==> config.mk <==
export PLATFORM = sky130hd
export DESIGN_NAME = writeback_regfile_flat
export DESIGN_NICKNAME = d
export VERILOG_FILES = /design/src/rtl/riscv_pkg.sv /design/src/rtl/writeback_regfile_if.sv /design/src/rtl/regfile_core.sv /design/src/rtl/writeback_regfile.sv /design/src/flat_wrapper.sv
export SDC_FILE = /design/constraint.sdc
export NUM_CORES = 2
export LEC_CHECK = 0
export CAP_MARGIN = 5
export CORE_MARGIN = 4
export CORE_UTILIZATION = 50
export CTS_BUF_LIST = sky130_fd_sc_hd__clkbuf_16
export DETAILED_ROUTE_END_ITERATION = 8
export PLACE_DENSITY_LB_ADDON = 0.08
export SLEW_MARGIN = 20
export SYNTH_ARGS = -nofsm -noshare
export SYNTH_HDL_FRONTEND = slang
export SYNTH_SLANG_ARGS = --single-unit
==> constraint.sdc <==
create_clock -name clk -period 3.4 [get_ports clk]
set_input_delay 0.68 -clock clk [delete_from_list [all_inputs] [get_ports clk]]
set_output_delay 0.68 -clock clk [all_outputs]
set_load 0.01 [all_outputs]
==> src/rtl/riscv_pkg.sv <==
// Shared pipeline constants: writeback result-select encodings and datapath widths.
package riscv_pkg;

  localparam int XLEN   = 32;
  localparam int REG_AW = 5;

  localparam logic [1:0] RES_ALU = 2'b00;
  localparam logic [1:0] RES_MEM = 2'b01;
  localparam logic [1:0] RES_PC4 = 2'b10;

endpackage

==> src/rtl/writeback_regfile_if.sv <==
// MEM/WB writeback bus plus the decode-stage read ports and the forwarding/counter outputs.
interface writeback_regfile_if
  import riscv_pkg::*;
#(
  parameter int DATA_W = XLEN,
  parameter int ADDR_W = REG_AW
);

  logic              RegWriteW;
  logic [1:0]        ResultSrcW;
  logic [DATA_W-1:0] ALUResultW;
  logic [DATA_W-1:0] ReadDataW;
  logic [DATA_W-1:0] PCPlus4W;
  logic [ADDR_W-1:0] RdW;
  logic [ADDR_W-1:0] A1D;
  logic [ADDR_W-1:0] A2D;
  logic [DATA_W-1:0] RD1D;
  logic [DATA_W-1:0] RD2D;
  logic [DATA_W-1:0] ResultW;
  logic [31:0]       WrCount;

  modport master (
    output RegWriteW, ResultSrcW, ALUResultW, ReadDataW, PCPlus4W, RdW, A1D, A2D,
    input  RD1D, RD2D, ResultW, WrCount
  );

  modport slave (
    input  RegWriteW, ResultSrcW, ALUResultW, ReadDataW, PCPlus4W, RdW, A1D, A2D,
    output RD1D, RD2D, ResultW, WrCount
  );

endinterface

==> src/rtl/regfile_core.sv <==
// Register array with one write port and two raw read ports; x0 always reads zero.
module regfile_core #(
  parameter int DATA_W = 32,
  parameter int ADDR_W = 5
) (
  input  logic              clk,
  input  logic              rst,
  input  logic              we,
  input  logic [ADDR_W-1:0] waddr,
  input  logic [DATA_W-1:0] wdata,
  input  logic [ADDR_W-1:0] raddr1,
  input  logic [ADDR_W-1:0] raddr2,
  output logic [DATA_W-1:0] rdata1,
  output logic [DATA_W-1:0] rdata2
);

  logic [DATA_W-1:0] regs [2**ADDR_W];

  // Reset clears every entry so reads never expose X; x0 is simply never written.
  always_ff @(posedge clk) begin
    if (!rst) begin
      for (int i = 0; i < 2**ADDR_W; i++) regs[i] <= '0;
    end else if (we && (waddr != '0)) begin
      regs[waddr] <= wdata;
    end
  end

  assign rdata1 = (raddr1 == '0) ? '0 : regs[raddr1];
  assign rdata2 = (raddr2 == '0) ? '0 : regs[raddr2];

endmodule

==> src/rtl/writeback_regfile.sv <==
// Writeback stage: result select, register commit, same-cycle read bypass and write counter.
module writeback_regfile
  import riscv_pkg::*;
#(
  parameter int DATA_W = XLEN,
  parameter int ADDR_W = REG_AW
) (
  input logic               clk,
  input logic               rst,
  writeback_regfile_if.slave bus
);

  logic [DATA_W-1:0] result;
  logic [DATA_W-1:0] raw1;
  logic [DATA_W-1:0] raw2;
  logic [31:0]       wr_count;
  logic              we;

  always_comb begin
    result = '0;
    case (bus.ResultSrcW)
      RES_ALU: result = bus.ALUResultW;
      RES_MEM: result = bus.ReadDataW;
      RES_PC4: result = bus.PCPlus4W;
      default: result = '0;
    endcase
  end

  // Gating with rst also suppresses the bypass while reset is asserted.
  assign we = rst & bus.RegWriteW & (bus.RdW != '0);

  regfile_core #(
    .DATA_W(DATA_W),
    .ADDR_W(ADDR_W)
  ) u_core (
    .clk   (clk),
    .rst   (rst),
    .we    (we),
    .waddr (bus.RdW),
    .wdata (result),
    .raddr1(bus.A1D),
    .raddr2(bus.A2D),
    .rdata1(raw1),
    .rdata2(raw2)
  );

  always_ff @(posedge clk) begin
    if (!rst) wr_count <= '0;
    else if (we) wr_count <= wr_count + 32'd1;
  end

  assign bus.RD1D    = (bus.A1D == '0) ? '0 : ((we && bus.RdW == bus.A1D) ? result : raw1);
  assign bus.RD2D    = (bus.A2D == '0) ? '0 : ((we && bus.RdW == bus.A2D) ? result : raw2);
  assign bus.ResultW = result;
  assign bus.WrCount = wr_count;

endmodule

==> src/flat_wrapper.sv <==
// flat-port wrapper written by rule: the top's interface ports become plain ports
module writeback_regfile_flat import riscv_pkg::*;
#(
  parameter int DATA_W = XLEN,
  parameter int ADDR_W = REG_AW
)
  (clk, rst, bus_RegWriteW, bus_ResultSrcW, bus_ALUResultW, bus_ReadDataW, bus_PCPlus4W, bus_RdW, bus_A1D, bus_A2D, bus_RD1D, bus_RD2D, bus_ResultW, bus_WrCount);
  writeback_regfile_if #(.DATA_W(DATA_W), .ADDR_W(ADDR_W)) bus_i ();
  input logic clk;
  input logic rst;
  input wire logic [$bits(bus_i.RegWriteW)-1:0] bus_RegWriteW;
  input wire logic [$bits(bus_i.ResultSrcW)-1:0] bus_ResultSrcW;
  input wire logic [$bits(bus_i.ALUResultW)-1:0] bus_ALUResultW;
  input wire logic [$bits(bus_i.ReadDataW)-1:0] bus_ReadDataW;
  input wire logic [$bits(bus_i.PCPlus4W)-1:0] bus_PCPlus4W;
  input wire logic [$bits(bus_i.RdW)-1:0] bus_RdW;
  input wire logic [$bits(bus_i.A1D)-1:0] bus_A1D;
  input wire logic [$bits(bus_i.A2D)-1:0] bus_A2D;
  output wire logic [$bits(bus_i.RD1D)-1:0] bus_RD1D;
  output wire logic [$bits(bus_i.RD2D)-1:0] bus_RD2D;
  output wire logic [$bits(bus_i.ResultW)-1:0] bus_ResultW;
  output wire logic [$bits(bus_i.WrCount)-1:0] bus_WrCount;
  assign bus_i.RegWriteW = bus_RegWriteW;
  assign bus_i.ResultSrcW = bus_ResultSrcW;
  assign bus_i.ALUResultW = bus_ALUResultW;
  assign bus_i.ReadDataW = bus_ReadDataW;
  assign bus_i.PCPlus4W = bus_PCPlus4W;
  assign bus_i.RdW = bus_RdW;
  assign bus_i.A1D = bus_A1D;
  assign bus_i.A2D = bus_A2D;
  assign bus_RD1D = bus_i.RD1D;
  assign bus_RD2D = bus_i.RD2D;
  assign bus_ResultW = bus_i.ResultW;
  assign bus_WrCount = bus_i.WrCount;
  writeback_regfile #(.DATA_W(DATA_W), .ADDR_W(ADDR_W)) u_core (.clk(clk), .rst(rst), .bus(bus_i));
endmodule
; Yosys cells after proc, flatten, opt, wreduce, memory -nomap -nowiden
; Memory sizes are Yosys's and may differ from the RTL's.
; Cells that the tools add are included.
[word_totals]
input_bits = 116
ramBits = 1024
register_bits = 32
mem_count = 1
elab_cells = 29
[memory_table]
columns = name, words, width, rd, rd_ports_with_merged_regs, write_ports, line
row1 = u_core.u_core.regs, 32, 32, 2, 0, 32, regfile_core.sv:17  ; logic [DATA_W-1:0] regs [2**ADDR_W];
[op_classes]
n_eq_ne = 4
n_addsub = 1
n_bitwise = 2
reduce_logical = 8
n_mux = 12
[ops]
columns = cell, count
row1 = $mux 32, 5
row2 = $pmux 32 s3, 1
row3 = $add 32x1->32 const B, 1
row4 = $reduce_or 32->1, 1
row5 = $eq 5x5->1, 2
row6 = $logic_not 5->1, 2
row7 = $mux 1, 5
row8 = $mux 5, 1
row9 = $reduce_bool 5->1, 1
row10 = $logic_and 1x1->1, 3
row11 = $and 1x1->1, 2
row12 = $eq 2x1->1 const B, 1
row13 = $eq 2x2->1 const B, 1
row14 = $logic_not 2->1, 1

; Longest topological paths before layout
[depth]
ltp_word = 8
mapped_depth = 10

; By module
; From an unflattened synthesis, not the netlist that was laid out.
[unflattened]
hier_cells = 4023
area_unflattened_um2 = 57467.6
[modules_own_cells]
columns = module, n_inst, cells_each, area_per_inst_um2
row1 = regfile_core, 1, 3509, 54204.5
row2 = writeback_regfile, 1, 514, 3263.1

; Worst setup path after synthesis
; Ideal clock, no wire load.
[synth_timing]
path_type = input to output
startpoint = in bus_A1D[1]
endpoint = out bus_RD1D[6]
setup_slack_ns = 0.245
path_stages = 6
t_arrival_ns = 2.475
n_path_buf = 3
path_cell_list = buf_2 buf_2 buf_1 mux4_2 mux4_2 a211o_1
[synth_between]
elab_chain_len = 4
elab_cells_between_ends = 6
[synth_lines]
columns = item, line
row1 = from (decl), flat_wrapper.sv:17  ; input wire logic [$bits(bus_i.A1D)-1:0] bus_A1D;
row2 = branches (longest 3 deep; another with $mem_v2 32x32), -
row3 = $mux 32 (*), writeback_regfile.sv:52  ; assign bus.RD1D = (bus.A1D == '0) ? '0 : ((we && bus.RdW == bus.A1D) ? result : raw1);
row4 = to (decl), flat_wrapper.sv:19  ; output wire logic [$bits(bus_i.RD1D)-1:0] bus_RD1D;
; Every way passes the cells marked *.

; Worst setup path after layout
[layout_timing]
startpoint = in bus_A1D[0]
endpoint = out bus_RD1D[12]
; Same word-level chain as after synthesis.

==> flow_metrics.py <==
metrics = {
    "clock_network": {
        "clkTransAtPathRegs_ps": 50,
        "numCtsBuffers": 113,
        "cts.sinks": 1056,
        "tritoncts": "yes",
        "clk_latency_ps": 700,
        "ctsHoldBuffers": 0,
        "cts_buffer_depth": 3,
        "htree_levels": 3,
        "clockRootBuffer": "clkbuf_16",
    },
    "worst_setup_path": {
        "crit_path_max_incr_delay_ps": 510,
        "path_buf_inv": 8,
        "critPathLaunchType": "input pin",
        "path_delay_family": "buffers and inverters",
        "cp.required_ps": 2720,
        "cpMostUsedCell": "buf_12",
        "crit_slowest_cell": "mux4_2",
        "cp.arrival_ps": 2870,
        "endpoint_kind": "primary output",
        "cp_max_fo": 7,
        "path_cells": "buf_16, buf_6, buf_12, buf_12, buf_12, buf_12, mux4_2, o211ai_1, o21ai_1, buf_4, a211oi_2, a221oi_2, buf_4",
        "crit_type": "input pin to primary output",
    },
    "routing": {
        "drt_pass1_iterations": 7,
        "drt_iter0_drc": 6464,
        "final_antenna_net_count": 0,
        "routedWlPerCell_um": 34.5,
        "vias": 42000,
        "drt_wl_total_mm": 218,
        "viasPerCell": 6.63,
        "route.detailed.drc": 0,
    },
    "cells_and_area": {
        "seqCellArea_um2": 31400,
        "stdcell_area_um2": 71500,
        "drive_above_1_share_pct": 37.9,
        "num-fill-cells": 8105,
        "finalNetCount": 4873,
        "areaGrowthSynthToFinish_pct": 29.4,
        "multiInputGateArea_um2": 23600,
    },
    "place": {
        "placed_area_um2": 64100,
        "dp_hpwl_mm": 140,
        "gp_congestion": 0.912,
        "io_buffer_count": 243,
        "place_ws_ps": -925,
    },
    "min_path": {
        "hp-class": "flop to flop",
    },
    "synth": {
        "syn_inst": 4029,
        "syn_area_per_cell_um2": 13.7,
        "yosysSeqAreaShare_pct": 56.8,
        "synth_edf_count": 1024,
        "yosysMostFrequentCell": "nor2_1",
        "syn-cell-area_um2": 55300,
        "yosysTopAreaCellShare_pct": 55.6,
        "synth-seq-cells": 1056,
        "yosys_warnings": 0,
        "synth_cell_types": 63,
        "synthFlopType": "edfxtp_1",
        "synth_commonest_cells": "nor2_1, edfxtp_1, mux4_2",
        "synth_area_leaders": "edfxtp_1, mux4_2, nor2_1, mux2i_1, clkbuf_1",
        "synth-async-reset-ratio_pct": 0,
        "synth_area_leader_cell": "edfxtp_1",
    },
    "floorplan": {
        "dieWidth_um": 341,
        "die_area_um2": 116000,
        "die_height_um": 341,
        "initial_core_util_pct": 50.6,
        "io_pins": 244,
        "coreArea_um2": 109000,
        "rows": 121,
    },
    "timing": {
        "finalSetupViolCount": 30,
        "period_minus_slack_ps": 3550,
        "slew_headroom_pct": 50.5,
        "drv_slew": 0,
        "tns_ps": -1690,
        "hold_violations": 0,
        "hold_slack_ps": 503,
        "fin_ws_ps": -148,
        "fin_crit_sh_pct": 104,
        "tightest_slew_ps": 743,
        "rsz0062_at_grt": "yes",
        "skew_ps": 6.97,
        "fmax_mhz": 282,
    },
    "status": {
        "violations": "setup timing",
        "status": "complete, but fails checks",
    },
    "pwr": {
        "power_leakage_uw": 0.0258,
        "powerDensity_nw_per_um2": 477,
        "power_uw": 34100,
        "vdd_drop_max_mv": 0.591,
    },
    "global_routing": {
        "antenna_found_initial": 3,
        "overflow": 0,
        "grt_pass1_vias": 41600,
        "grt_pass1_wl_mm": 307,
        "grt_max_degree": 41,
        "grt.total_usage_pct": 37.3,
    },
    "run": {
        "maxCapViolCount": 0,
    },
}
per-stage QoR:
stage	util (%)	std cells
after floorplan	-	4060
after global placement	58.7	5967
after detailed placement	58.7	5967
after CTS	64.6	6291
after global routing	65.4	6330
final	65.4	6333
kinds of logic after synthesis:
group | share of synthesized area (%)
flops | 56.8
mux | 23.9
simple gates | 10.2
compound gates | 4.76
buf+inv | 3.97
xor+xnor | 0.412
other cells | 0.00678
fa+ha+maj | 0.0226
registers in the layout (all words and copies together) (netlist names):
name,cells
u_core.bus.WrCount,32
u_core.u_core.regs,1024
timing repair:
item	in CTS	in global routing
cloned	21	2
resized for setup	595	148
buffers inserted	103	52
pin swaps	106	76
setup endpoints to repair	65	55
cell type report:
cell class | count | share of cell area, %
flip-flops and latches | 1056 | 43.9
multi-input cells | 2541 | 33.0
repair buffers | 995 | 15.0
clock buffers | 115 | 4.02
well taps | 1476 | 2.58
clock inverters | 98 | 1.23
inverters | 49 | 0.266
diodes | 3 | 0.0105
metal layers:
layer	vias to the layer above	GRT usage (%)	wire length, µm
li1	16800	-	-
met1	21400	49.8	77800
met2	3166	57.0	99000
met3	573	10.5	29100
met4	4	17.6	12300
met5	-	0	33
cell usage in the layout, fill, tap and decap left out, drive strengths merged, types with 62 or more instances in the layout:
cell	count
nand2	170
a21oi	112
a211oi	65
clkinv	62
clkbuf	120
nor2	1073
mux4	501
clkdlybuf4s50	160
buf	819
edfxtp	1024
mux2i	185
worst reg2reg max path, cell delays in order (launching register included):
cell and delay, ps:
dfxtp_1 420, and4_1 300, nand4_1 190, or3_1 570
nor3_1 340, xnor2_1 160, nor2_1 50
path summary, 6_finish.rpt:
kind                           from                      to  slack [ps]  depth (start not counted)
min reg2reg  u_core.bus.WrCount[10]  u_core.bus.WrCount[10]         500                          2
max                      bus_A1D[0]            bus_RD1D[12]        -150                         13
max reg2reg   u_core.bus.WrCount[3]  u_core.bus.WrCount[26]        1250                          6
min          u_core.bus.WrCount[10]  u_core.bus.WrCount[10]         500                          2
power by group:
group	total [µW]	internal [µW]	switching, µW	leakage (µW)
clock	12700	7330	5350	0.00187
combinational	6100	2820	3280	0.0139
sequential	15300	15000	362	0.0100
Note: power is estimated with default switching activity, not from simulation.
